## src/rtl/pri_arb_pkg.sv

```systemverilog
// Shared types and sizes for the 4-way priority / round-robin arbiter.
// Imported by rr_pick and pri_rr_arbiter.
package pri_arb_pkg;

    localparam int N      = 4;
    localparam int IDW    = 2;
    localparam int HOLD_W = 8;

    typedef enum logic {
        IDLE,
        GRANT
    } state_t;

    function automatic logic [N-1:0] id2onehot(
        input logic [IDW-1:0] id,
        input logic           vld
    );
        logic [N-1:0] oh;
        oh     = '0;
        oh[id] = vld;
        return oh;
    endfunction

endpackage

```

## src/rtl/rr_pick.sv

```systemverilog
// Combinational winner select: rotate by ptr, priority-encode, un-rotate.
// Fixed mode forces rotation 0 and picks the highest set bit.
module rr_pick
    import pri_arb_pkg::*;
(
    input  logic [N-1:0]   req,
    input  logic [IDW-1:0] ptr,
    input  logic           mode,
    output logic [IDW-1:0] id,
    output logic           valid
);

    logic [IDW-1:0] amt;
    logic [IDW-1:0] sel;
    logic [N-1:0]   rot;

    assign amt = mode ? '0 : ptr;

    always_comb begin
        rot = '0;
        for (int i = 0; i < N; i++) begin
            rot[i] = req[IDW'(i) + amt];
        end
    end

    // Later loop hits overwrite earlier ones: ascending gives highest, descending lowest.
    always_comb begin
        sel = '0;
        if (mode) begin
            for (int i = 0; i < N; i++) begin
                if (rot[i]) sel = IDW'(i);
            end
        end else begin
            for (int i = N - 1; i >= 0; i--) begin
                if (rot[i]) sel = IDW'(i);
            end
        end
    end

    assign id    = sel + amt;
    assign valid = |req;

endmodule

```

## src/rtl/pri_rr_arbiter.sv

```systemverilog
// Single-resource arbiter with fixed/round-robin policy and hold timeout.
// Grant, owner id and preempt pulse are all registered.
module pri_rr_arbiter
    import pri_arb_pkg::*;
#(
    parameter int MAX_HOLD = 8
) (
    input  logic           Clock,
    input  logic           Reset,
    input  logic           mode,
    input  logic [N-1:0]   req,
    output logic [N-1:0]   gnt,
    output logic [IDW-1:0] gnt_id,
    output logic           gnt_valid,
    output logic           preempt
);

    localparam logic [HOLD_W-1:0] HOLD_LAST = HOLD_W'(MAX_HOLD - 1);

    state_t            state, state_n;
    logic [IDW-1:0]    ptr, ptr_n;
    logic [HOLD_W-1:0] hold_cnt, cnt_n;
    logic [IDW-1:0]    id_n;
    logic              vld_n;
    logic              pre_n;
    logic [IDW-1:0]    pick_id;
    logic              pick_valid;

    rr_pick u_pick (
        .req   (req),
        .ptr   (ptr),
        .mode  (mode),
        .id    (pick_id),
        .valid (pick_valid)
    );

    always_comb begin
        state_n = state;
        ptr_n   = ptr;
        cnt_n   = hold_cnt;
        id_n    = gnt_id;
        vld_n   = gnt_valid;
        pre_n   = 1'b0;
        unique case (state)
            IDLE: begin
                id_n  = '0;
                vld_n = 1'b0;
                if (pick_valid) begin
                    state_n = GRANT;
                    id_n    = pick_id;
                    vld_n   = 1'b1;
                    cnt_n   = '0;
                end
            end
            GRANT: begin
                if (req[gnt_id] && hold_cnt < HOLD_LAST) begin
                    cnt_n = hold_cnt + 1'b1;
                end else begin
                    // Either voluntary drop or timeout; both advance the pointer.
                    state_n = IDLE;
                    ptr_n   = gnt_id + 1'b1;
                    id_n    = '0;
                    vld_n   = 1'b0;
                    pre_n   = req[gnt_id];
                end
            end
            default: state_n = IDLE;
        endcase
    end

    always_ff @(posedge Clock) begin
        if (Reset) begin
            state     <= IDLE;
            ptr       <= '0;
            hold_cnt  <= '0;
            gnt       <= '0;
            gnt_id    <= '0;
            gnt_valid <= 1'b0;
            preempt   <= 1'b0;
        end else begin
            state     <= state_n;
            ptr       <= ptr_n;
            hold_cnt  <= cnt_n;
            gnt       <= id2onehot(id_n, vld_n);
            gnt_id    <= id_n;
            gnt_valid <= vld_n;
            preempt   <= pre_n;
        end
    end

endmodule

```

## config.mk

```make
export PLATFORM = sky130hd
export DESIGN_NAME = pri_rr_arbiter
export DESIGN_NICKNAME = d
export VERILOG_FILES = /design/src/rtl/pri_arb_pkg.sv /design/src/rtl/rr_pick.sv /design/src/rtl/pri_rr_arbiter.sv
export SDC_FILE = /design/constraint.sdc
export NUM_CORES = 1
export LEC_CHECK = 0
export ABC_CLOCK_PERIOD_IN_PS = 3200
export CAP_MARGIN = 20
export CORE_MARGIN = 1.5
export CORE_UTILIZATION = 30
export CTS_BUF_LIST = sky130_fd_sc_hd__clkbuf_4 sky130_fd_sc_hd__clkbuf_8 sky130_fd_sc_hd__clkbuf_16
export DETAILED_ROUTE_END_ITERATION = 12
export MAX_ROUTING_LAYER = met4
export PLACE_DENSITY = 0.54
export RECOVER_POWER = 25
export SYNTH_ARGS = -nofsm -noshare
export SYNTH_HDL_FRONTEND = slang
export SYNTH_SLANG_ARGS = --single-unit
export TNS_END_PERCENT = 1
```

## constraint.sdc

```tcl
create_clock -name Clock -period 3.2 [get_ports Clock]
set_input_delay 0.64 -clock Clock [delete_from_list [all_inputs] [get_ports Clock]]
set_output_delay 0.64 -clock Clock [all_outputs]
set_load 0.03 [all_outputs]
```

# Word level (Yosys, flattened, before mapping)
# Index checks and enable logic that the tools add are counted.
[op_classes]
n_addsub = 6
magnitude_cmp = 8
n_eq_ne = 2
mux = 32
n_bitwise = 3
n_reduce_logical = 6
[op_table]
columns = ["operator", "n"]
rows = [
  ["$mux 2", 10],
  ["$lt 2x3->1 const B", 6],
  ["$mux 8", 2],
  ["$pmux 8 s2", 1],
  ["$bmux 1 s2", 5],
  ["$mux 1", 10],
  ["$add 8x1->8 const B", 1],
  ["$lt 8x3->1 const B", 1],
  ["$add 2x2->2 const A", 2],
  ["$and 4x4->4", 1],
  ["$pmux 1 s2", 2],
  ["$pmux 2 s2", 1],
  ["$reduce_and 2->1", 2],
  ["$reduce_or 4->1", 1],
  ["$reduce_or 3->1", 1],
  ["$add 1x2->2 const A", 1],
  ["$add 2x1->2 const B", 1],
  ["$add 2x2->2", 1],
  ["$demux 1 s2", 1],
  ["$ge 2x1->1 const B", 1],
  ["$logic_and 1x1->1", 2],
  ["$ne 2x1->1 const B", 1],
  ["$ne 2x2->1 const B", 1],
  ["$not 1->1", 2],
]
[totals]
reg_bits = 19
in_bits = 7
out_inout_bits = 8

# Longest topological paths before layout
# Gate-level depths: netlist of the first run.
[depth]
word_depth = 17
mapped_depth = 11
ltp_nobuf = 10

# Hierarchy
# A second synthesis of the first run with hierarchy kept.
[unflattened]
cells_unflattened = 119
hier_area_um2 = 1064.8
[by_module_without_submodules]
columns = ["mod", "n_inst", "cells_each", "area_each_um2", "seq_area_each_um2"]
rows = [
  ["pri_rr_arbiter", 1, 77, 757.0, 380.4],
  ["rr_pick", 1, 42, 307.8, 0.0],
]

# Least setup slack after synthesis of the first run
# No wires, ideal clock.
[synth_timing]
kind = "input to register"
startpoint = "in req[0]"
endpoint = "reg gnt[2]"
setup_ns = 0.060
arrival_time_ns = 2.577
slack_ns = 0.563
stages = 11
n_path_buf = 1
path_cell_list = "buf_6 > mux2_2 > a21oi_1 > a211oi_1 > nor3_1 > a211oi_1 > ha_1 > or3_1 > a2111o_1 > o211ai_1 > and2_1"
[synth_between]
elab_chain_cells = 15
elab_cells_between_ends = 33
cone_classes = "1 x add/sub; 2 x order compare; 26 x mux; 1 x bitwise; 3 x reduce/logical"
[synth_lines]
columns = ["element", "line", "text"]
rows = [
  ["start: declaration", "pri_rr_arbiter.sv:11", "input logic [N-1:0] req,"],
  ["$bmux 1 s2", "rr_pick.sv:22", "rot[i] = req[IDW'(i) + amt];"],
  ["$mux 1 (implied by the code)", "rr_pick.sv:22", ""],
  ["$mux 2 (4 in a row)", "rr_pick.sv:35", "if (rot[i]) sel = IDW'(i);"],
  ["$mux 2", "rr_pick.sv:29", "if (mode) begin"],
  ["$add 2x2->2", "rr_pick.sv:40", "assign id = sel + amt;"],
  ["$mux 2", "pri_rr_arbiter.sv:48", "if (pick_valid) begin"],
  ["$pmux 2 s2", "pri_rr_arbiter.sv:44", "unique case (state)"],
  ["$lt 2x3->1 (implied by the code) / $ge 2x1->1 (equally long branches)", "pri_arb_pkg.sv:20", "oh[id] = vld;"],
  ["$logic_and 1x1->1 (implied by the code)", "pri_arb_pkg.sv:20", ""],
  ["$mux 1 (implied by the code)", "pri_arb_pkg.sv:20", ""],
  ["$demux 1 s2", "pri_arb_pkg.sv:20", ""],
  ["$and 4x4->4 (no line) *", "-", ""],
  ["end signal: assignment", "pri_rr_arbiter.sv:84", "gnt <= id2onehot(id_n, vld_n);"],
  ["end: declaration", "pri_rr_arbiter.sv:12", "output logic [N-1:0] gnt,"],
]
# Mark *: on every way between the ends. The rest lies on a longest branch, timed or not. The select of a mux whose other input is x is not followed.
# A chain may end at the register's enable or synchronous reset.

# Final worst setup path of the first run
# Same ends and word-level chain as after synthesis.

==> results of run 1 <==
## flip-flops by register name (all words and copies together) (netlist names)
name	cells
hold_cnt	8
gnt_id	2
ptr	2
preempt	1
gnt	4
state	1
gnt_valid	1
## how the worst max path moves through the flow
stage | start | endpoint | slack, ns | cells past startpoint
after floorplan | req[0] | gnt[2]$_SDFF_PP0_ | 0.56 | 11
after global placement | req[3] | gnt[2]$_SDFF_PP0_ | 0.12 | 11
after detailed placement | req[3] | gnt_id[1]$_SDFF_PP0_ | 0.12 | 11
after CTS | req[3] | gnt[2]$_SDFF_PP0_ | 0.40 | 11
after global routing | req[1] | gnt[0]$_SDFF_PP0_ | 0.16 | 10
final | req[0] | gnt[2]$_SDFF_PP0_ | 0.40 | 12
## layout by cell type (no fill, tap or decap), drive strengths merged, types with 2 or more instances in the layout
master	count
nand2	4
or3	3
a41oi	2
nor2b	5
nor3b	5
ha	2
mux2i	3
or2	2
o21ai	2
clkdlybuf4s50	8
nor3	5
nor2	11
dfxtp	19
a31oi	2
and2	2
a211oi	6
nor4	2
inv	2
dlygate4sd3	6
clkbuf	4
a21oi	7
nand2b	2
buf	5
## area by class of cell
type                       count  area share
clock buffer                   4     0.02553
inverter                       2    0.006383
multi-input combinational     78      0.4468
sequential                    19      0.3234
tap                           44     0.04681
timing repair buffer          19      0.1511
## through the flow
step	cells	instance area, um^2	worst slack (ns)
after floorplan	106	958.4	0.5634
after global placement	162	1146	0.1159
after detailed placement	162	1146	0.1153
after CTS	166	1176	0.3968
after global routing	166	1176	0.1633
final	166	1176	0.3993
## cell usage after synthesis, types with 2 or more instances
master	number
dfxtp_1	19
nor2_1	11
a21oi_1	7
a211oi_1	6
nor2b_1	5
nor3_1	5
nor3b_1	5
nand2_1	4
buf_2	3
mux2i_1	3
or3_1	3
a31oi_1	2
a41oi_1	2
and2_1	2
buf_6	2
clkbuf_1	2
ha_1	2
inv_1	2
nand2b_1	2
nor4_1	2
o21ai_0	2
## power by group through the flow
stage	Combinational [mW]	Clock [mW]	Sequential [mW]
floorplan	0.0811	0	0.284
global placement	0.135	0	0.273
detailed placement	0.135	0	0.273
CTS	0.137	0.128	0.267
global route	0.149	0.137	0.270
finish	0.133	0.123	0.266
## metal layers
metal | vias to the layer above | GRT usage | routed length [um]
met5 | - | - | 0
met4 | 0 | 0.03810 | 10
met3 | 2 | 0.01528 | 59
met2 | 10 | 0.2025 | 909
met1 | 398 | 0.1618 | 936
li1 | 420 | - | -
## cell families after synthesis
kind of cell               Yosys count
and+or+nand+nor                     47
AOI/OAI and AO/OA                   23
DFF                                 19
buffers and inverters                9
muxes                                5
adders and majority gates            2
xor gates and xnor gates             1
==> impl_metrics.prom, run 1 <==
# TYPE chip_impl_metric gauge
chip_impl_metric{name="setup.reg_to_reg.worst_slack",unit="ns"} 0.50
chip_impl_metric{name="numCtsBuffers",unit=""} 3
chip_impl_info{name="worst_hold_startpoint",value="hold_cnt[7]$_SDFFE_PP0P_"} 1
chip_impl_metric{name="port-buffer-count",unit=""} 14
chip_impl_metric{name="cts_htree_levels",unit=""} 1
chip_impl_metric{name="sw_frac_of_total",unit=""} 0.2920
chip_impl_info{name="post_synth_main_area_contributors",value="dfxtp_1 40%, a211oi_1 4.7%, nor2_1 4.3%"} 1
chip_impl_info{name="timing.critical_path.max_delay_family",value="compound AO/OA/AOI/OAI gates"} 1
chip_impl_info{name="synth_area_leader_cell",value="dfxtp_1"} 1
chip_impl_metric{name="cts.hold.buffers_added",unit=""} 0
chip_impl_metric{name="postSynthAreaPerCell",unit="um^2"} 9.042
chip_impl_metric{name="drt_pre_antenna_iters",unit=""} 4
chip_impl_metric{name="area.growth.synth_to_final",unit="%"} 22.72
chip_impl_metric{name="finish.utilization",unit=""} 0.3852
chip_impl_info{name="timing.rr.end",value="gnt[2]$_SDFF_PP0_"} 1
chip_impl_metric{name="p_seq_frac",unit=""} 0.510
chip_impl_metric{name="yosys.area_share.simple",unit=""} 0.2833
chip_impl_metric{name="post_synth_instance_area",unit="um^2"} 958.4
chip_impl_info{name="rsz0062_at_grt",value="false"} 1
chip_impl_metric{name="route.detailed.wl_per_inst",unit="um"} 11.54
chip_impl_metric{name="leakage",unit="nW"} 0.4325
chip_impl_info{name="worst-setup-path-type",value="in2reg"} 1
chip_impl_metric{name="power_switching",unit="mW"} 0.1526
chip_impl_metric{name="layout.filler_cells",unit=""} 349
chip_impl_metric{name="antenna_violating_nets_post_route",unit=""} 0
chip_impl_metric{name="final_nets",unit=""} 132
chip_impl_info{name="main_combinational_cell_family_by_area_after_synthesis",value="simple AND/OR/NAND/NOR gates"} 1
chip_impl_metric{name="via_count",unit=""} 830
chip_impl_metric{name="die_width",unit="um"} 59.52
chip_impl_info{name="synth-main-ff-cell",value="dfxtp_1"} 1
chip_impl_metric{name="worst_reg_to_reg_path_cell_count",unit=""} 10
chip_impl_metric{name="multi_input_comb_area",unit="um^2"} 525.5
chip_impl_metric{name="clkSinkCount",unit=""} 19
chip_impl_metric{name="comb_power_frac",unit=""} 0.255
chip_impl_metric{name="syn-instance-count",unit=""} 106
chip_impl_metric{name="detailedPlacementHpwl",unit="mm"} 1.403
chip_impl_metric{name="share_of_synthesized_area_spent_on_multiplexers",unit=""} 0.06658
chip_impl_metric{name="mappedNetlistNets",unit=""} 115
chip_impl_metric{name="power.density",unit="nW/um^2"} 444.4
chip_impl_metric{name="insertedDiodeCount",unit=""} 0
chip_impl_metric{name="synthXorXnorAreaFrac",unit=""} 0.009138
chip_impl_metric{name="seq_area_frac_synth",unit=""} 0.3969
chip_impl_metric{name="final_period_minus_worst_setup_slack",unit="ns"} 2.801
chip_impl_metric{name="cp_num_buf_inv",unit=""} 2
chip_impl_info{name="clk_root_buffer_cell",value="clkbuf_4"} 1
chip_impl_metric{name="cp_slowest_stage_delay",unit="ns"} 0.48
chip_impl_metric{name="vias_per_cell",unit=""} 5.000
chip_impl_metric{name="worst_skew_pair.late_latency",unit="ns"} 0.28
chip_impl_metric{name="synth_cell_type_count",unit=""} 36
chip_impl_metric{name="finalSetupViolCount",unit=""} 0
chip_impl_metric{name="io_pins",unit=""} 15
chip_impl_info{name="worst_hold_path_type",value="reg2reg"} 1
chip_impl_metric{name="bufs_on_longest_clock_path",unit=""} 2
chip_impl_info{name="cp_cell_sequence",value="clkdlybuf4s50_1 > buf_4 > mux2i_1 > a21oi_1 > a211oi_1 > nor3_1 > a211oi_1 > ha_1 > or3_1 > a2111o_1 > o211ai_1 > and2_1"} 1
chip_impl_info{name="worstSetupStartpointType",value="input port"} 1
chip_impl_metric{name="finalSetupTns",unit="ns"} 0
chip_impl_metric{name="post_synth_fa_ha_maj_area_fraction",unit=""} 0.02611
chip_impl_metric{name="finalMaxSlewViolations",unit=""} 0
chip_impl_metric{name="synth_top_cell_area_share",unit=""} 0.3969
chip_impl_metric{name="max_slew.worst_pin.slew",unit="ns"} 0.6788
chip_impl_metric{name="holdWs",unit="ns"} 0.4797
chip_impl_metric{name="finalCritPeriodShare",unit=""} 0.8752
chip_impl_metric{name="internal_power",unit="mW"} 0.3700
chip_impl_metric{name="design.core.area",unit="um^2"} 3053
chip_impl_metric{name="vias_in_the_first_global_route",unit=""} 768
chip_impl_metric{name="maximum_number_of_pins_on_one_net_before_global_route_repair",unit=""} 18
chip_impl_metric{name="final_layout_size_suffix_gt1_frac",unit=""} 0.1148
chip_impl_info{name="cts_tree",value="built"} 1
chip_impl_info{name="max_stage_delay_cell_worst_path",value="clkdlybuf4s50_1"} 1
chip_impl_metric{name="hold_depth",unit=""} 1
chip_impl_metric{name="die_ar",unit="um^2"} 3543
chip_impl_metric{name="grt_remaining_overflow",unit=""} 0
chip_impl_metric{name="synth_edf_count",unit=""} 0
chip_impl_metric{name="yosys_register_bits",unit=""} 19
chip_impl_metric{name="complex_gate_fraction_of_the_synthesized_area",unit=""} 0.1632
chip_impl_metric{name="total_track_usage",unit=""} 0.1247
chip_impl_metric{name="clkTransAtPathRegs",unit="ns"} 0.10
chip_impl_info{name="critical_path.endpoint_type",value="flop"} 1
chip_impl_metric{name="clock.fmax",unit="GHz"} 0.3571
chip_impl_metric{name="drt_wl_total",unit="mm"} 1.916
chip_impl_metric{name="ir_drop",unit="mV"} 0.2189
chip_impl_metric{name="area.sequential",unit="um^2"} 380.4
chip_impl_metric{name="drt_drc_violations_left",unit=""} 0
chip_impl_metric{name="postSynth.asyncResetShare",unit=""} 0
chip_impl_metric{name="grt_pass1_wl",unit="mm"} 3.339
chip_impl_metric{name="max_slew_margin",unit=""} 0.5458
chip_impl_metric{name="cts_setup_buffers",unit=""} 0
chip_impl_info{name="worst_hold_endpoint",value="hold_cnt[7]$_SDFFE_PP0P_"} 1
chip_impl_metric{name="ctsResizeCount",unit=""} 0
chip_impl_metric{name="power.clock.fraction",unit=""} 0.236
chip_impl_info{name="worst_path_most_repeated_cell",value="a211oi_1"} 1
chip_impl_info{name="worst_r2r_startpoint",value="ptr[0]$_SDFFE_PP0P_"} 1
chip_impl_metric{name="initial_core_util",unit=""} 0.3139
chip_impl_metric{name="maxCapViolCount",unit=""} 0
chip_impl_metric{name="critPathRequiredTime",unit="ns"} 3.43
chip_impl_metric{name="gp_congestion",unit=""} 0.8386
chip_impl_metric{name="arrival_time_of_data_at_the_critical_path_endpoint",unit="ns"} 3.03
chip_impl_metric{name="ys_warn_count",unit=""} 0
chip_impl_metric{name="clock-skew-final",unit="ns"} 0.001785
chip_impl_metric{name="floorplan.rows",unit=""} 20
chip_impl_metric{name="initial_antenna_violation_count",unit=""} 0
chip_impl_metric{name="finalHoldViolCount",unit=""} 0
chip_impl_metric{name="initialDrtViolationCount",unit=""} 14
chip_impl_metric{name="chipHeight",unit="um"} 59.52
chip_impl_info{name="outcome",value="finished clean"} 1
chip_impl_metric{name="timing.critical_path.fanout_max",unit=""} 9
chip_impl_metric{name="fin_total_pwr",unit="mW"} 0.5226
No activity file was read; power rests on OpenSTA's default activity.
==> run 2: changes to the inputs <==
Settings changed: CORE_UTILIZATION 30 to 50, GPL_ROUTABILITY_DRIVEN set to 1, PLACE_DENSITY 0.54 to 0.79.
==> impl_metrics.prom, run 2 (synthesized netlist as in run 1, its figures left out) <==
# TYPE chip_impl_metric gauge
chip_impl_info{name="cts_tree",value="built"} 1
chip_impl_metric{name="clkTransAtPathRegs",unit="ns"} 0.10
chip_impl_metric{name="worst_reg_to_reg_path_cell_count",unit=""} 10
chip_impl_metric{name="cts_htree_levels",unit=""} 1
chip_impl_metric{name="arrival_time_of_data_at_the_critical_path_endpoint",unit="ns"} 3.15
chip_impl_info{name="reg.largest.list",value="hold_cnt x8, gnt x4"} 1
chip_impl_metric{name="port-buffer-count",unit=""} 14
chip_impl_info{name="worst_hold_path_type",value="reg2reg"} 1
chip_impl_info{name="worst_hold_endpoint",value="hold_cnt[7]$_SDFFE_PP0P_"} 1
chip_impl_info{name="worst-setup-path-type",value="in2reg"} 1
chip_impl_info{name="largest_register",value="hold_cnt"} 1
chip_impl_metric{name="die_ar",unit="um^2"} 2188
chip_impl_metric{name="timing.critical_path.fanout_max",unit=""} 8
chip_impl_info{name="outcome",value="finished clean"} 1
chip_impl_metric{name="numCtsBuffers",unit=""} 3
chip_impl_metric{name="initial_core_util",unit=""} 0.5433
chip_impl_metric{name="detailedPlacementHpwl",unit="mm"} 1.344
chip_impl_metric{name="clock-skew-final",unit="ns"} 0.001342
chip_impl_metric{name="maxCapViolCount",unit=""} 0
chip_impl_metric{name="chipHeight",unit="um"} 46.78
chip_impl_info{name="critical_path.endpoint_type",value="flop"} 1
chip_impl_info{name="worstSetupStartpointType",value="input port"} 1
chip_impl_metric{name="final_layout_size_suffix_gt1_frac",unit=""} 0.09917
chip_impl_info{name="cp_cell_sequence",value="clkdlybuf4s50_1 > clkbuf_1 > or3_1 > a21oi_1 > nor3_1 > a211oi_1 > ha_1 > or3_1 > a2111o_1 > o211ai_1 > and2_1"} 1
chip_impl_metric{name="route.detailed.wl_per_inst",unit="um"} 12.49
chip_impl_metric{name="vias_per_cell",unit=""} 5.616
chip_impl_metric{name="maximum_number_of_pins_on_one_net_before_global_route_repair",unit=""} 18
chip_impl_metric{name="antenna_violating_nets_post_route",unit=""} 0
chip_impl_metric{name="insertedDiodeCount",unit=""} 0
chip_impl_info{name="max_stage_delay_cell_worst_path",value="clkdlybuf4s50_1"} 1
chip_impl_metric{name="area.sequential",unit="um^2"} 380.4
chip_impl_metric{name="ir_drop",unit="mV"} 0.3558
chip_impl_metric{name="finalSetupViolCount",unit=""} 0
chip_impl_metric{name="cts_setup_buffers",unit=""} 0
chip_impl_metric{name="design.core.area",unit="um^2"} 1764
chip_impl_metric{name="clkSinkCount",unit=""} 19
chip_impl_metric{name="drt_pre_antenna_iters",unit=""} 4
chip_impl_metric{name="cp_num_buf_inv",unit=""} 2
chip_impl_metric{name="grt_pass1_wl",unit="mm"} 2.987
chip_impl_metric{name="initial_antenna_violation_count",unit=""} 0
chip_impl_metric{name="layout.filler_cells",unit=""} 176
chip_impl_metric{name="drt_wl_total",unit="mm"} 1.824
chip_impl_metric{name="hold_depth",unit=""} 1
chip_impl_metric{name="max_slew.worst_pin.slew",unit="ns"} 0.6723
chip_impl_info{name="layout_common_cells",value="19 x dfxtp_1, 11 x nor2_1, 10 x clkdlybuf4s50_1, 7 x a21oi_1, 6 x a211oi_1"} 1
chip_impl_info{name="worst_path_most_repeated_cell",value="or3_1"} 1
chip_impl_metric{name="multi_input_comb_area",unit="um^2"} 525.5
chip_impl_metric{name="finalHoldViolCount",unit=""} 0
chip_impl_metric{name="post_place_setup_slack",unit="ns"} 0.07426
chip_impl_metric{name="io_pins",unit=""} 15
chip_impl_info{name="worst_hold_startpoint",value="hold_cnt[7]$_SDFFE_PP0P_"} 1
chip_impl_metric{name="initialDrtViolationCount",unit=""} 9
chip_impl_info{name="rsz0062_at_grt",value="false"} 1
chip_impl_metric{name="clock.fmax",unit="GHz"} 0.3429
chip_impl_metric{name="total_track_usage",unit=""} 0.1984
chip_impl_metric{name="finalSetupTns",unit="ns"} 0
chip_impl_info{name="clk_root_buffer_cell",value="clkbuf_4"} 1
chip_impl_metric{name="largest_register_ff_count",unit=""} 8
chip_impl_metric{name="setup.reg_to_reg.worst_slack",unit="ns"} 0.50
chip_impl_info{name="worst_r2r_startpoint",value="ptr[0]$_SDFFE_PP0P_"} 1
chip_impl_metric{name="cts.hold.buffers_added",unit=""} 0
chip_impl_metric{name="bufs_on_longest_clock_path",unit=""} 2
chip_impl_info{name="timing.rr.end",value="gnt[2]$_SDFF_PP0_"} 1
chip_impl_metric{name="cp_slowest_stage_delay",unit="ns"} 0.49
chip_impl_metric{name="grt_remaining_overflow",unit=""} 0
chip_impl_metric{name="setup_slack",unit="ns"} 0.2837
chip_impl_metric{name="max_slew_margin",unit=""} 0.5501
chip_impl_info{name="timing.critical_path.max_delay_family",value="simple AND/OR/NAND/NOR gates"} 1
chip_impl_metric{name="vias_in_the_first_global_route",unit=""} 717
chip_impl_metric{name="finalCritPeriodShare",unit=""} 0.9113
chip_impl_metric{name="gp_congestion",unit=""} 0.8461
chip_impl_info{name="layout_commonest_cell",value="dfxtp_1"} 1
chip_impl_metric{name="worst_skew_pair.late_latency",unit="ns"} 0.29
chip_impl_metric{name="die_width",unit="um"} 46.78
chip_impl_metric{name="area.growth.synth_to_final",unit="%"} 19.06
chip_impl_metric{name="critPathRequiredTime",unit="ns"} 3.44
chip_impl_metric{name="via_count",unit=""} 820
chip_impl_metric{name="leakage",unit="nW"} 0.4195
chip_impl_metric{name="drt_drc_violations_left",unit=""} 0
chip_impl_metric{name="floorplan.rows",unit=""} 15
chip_impl_metric{name="finalMaxSlewViolations",unit=""} 0
chip_impl_metric{name="final_nets",unit=""} 131
chip_impl_metric{name="ctsResizeCount",unit=""} 0
chip_impl_metric{name="final_period_minus_worst_setup_slack",unit="ns"} 2.916
chip_impl_metric{name="power.density",unit="nW/um^2"} 458.4
## run 2: worst max-delay path by stage
stage	start	end	slack, ns	cells past startpoint
finish	req[0]	gnt[2]$_SDFF_PP0_	0.28	11
global route	req[0]	gnt[2]$_SDFF_PP0_	0.07	11
CTS	req[1]	gnt[2]$_SDFF_PP0_	0.37	11
detailed placement	req[1]	gnt_id[1]$_SDFF_PP0_	0.07	11
global placement	req[1]	gnt[2]$_SDFF_PP0_	0.09	11
floorplan	req[0]	gnt[2]$_SDFF_PP0_	0.56	11
## run 2: area by class of cell
class                   instances  area share
clock buffers                   4     0.02632
inverters                       2    0.006579
multi-input cells              78      0.4605
flip-flops and latches         19      0.3333
well taps                      25     0.02741
repair buffers                 18      0.1458
## run 2: metal layers
layer	global-route usage	vias up	wire, um
li1	-	421	-
met1	0.2434	380	893
met2	0.3205	17	864
met3	0.03462	2	53
met4	0.08333	0	13
met5	-	-	0
## run 2: worst register-to-register path: stages (launching register included)
cell and delay, ns:
dfxtp_1 0.57, mux2_2 0.38, a21oi_1 0.14, a211oi_1 0.07, nor3_1 0.15, a211oi_1 0.07
ha_1 0.21, or3_1 0.34, a2111o_1 0.38, o211ai_1 0.17, and2_1 0.19
## run 2: through the flow
stage | power, mW | hold WS (ns) | cell area (um^2) | util | instances
after floorplan | 0.3655 | 0.4539 | 958.4 | - | 106
after global placement | 0.4032 | 0.4611 | 1115 | 0.6319 | 142
after detailed placement | 0.4056 | 0.4669 | 1115 | 0.6319 | 142
after CTS | 0.5292 | 0.4812 | 1145 | 0.6489 | 146
after global routing | 0.5514 | 0.4950 | 1141 | 0.6468 | 146
final | 0.5231 | 0.4794 | 1141 | 0.6468 | 146
## run 2: power breakdown
part / switching, mW / internal (mW) / total, mW / leakage, nW
combinational: 0.0697 / 0.0620 / 0.132 / 0.246
clock: 0.0682 / 0.0569 / 0.125 / 0.0184
sequential: 0.0156 / 0.251 / 0.266 / 0.155
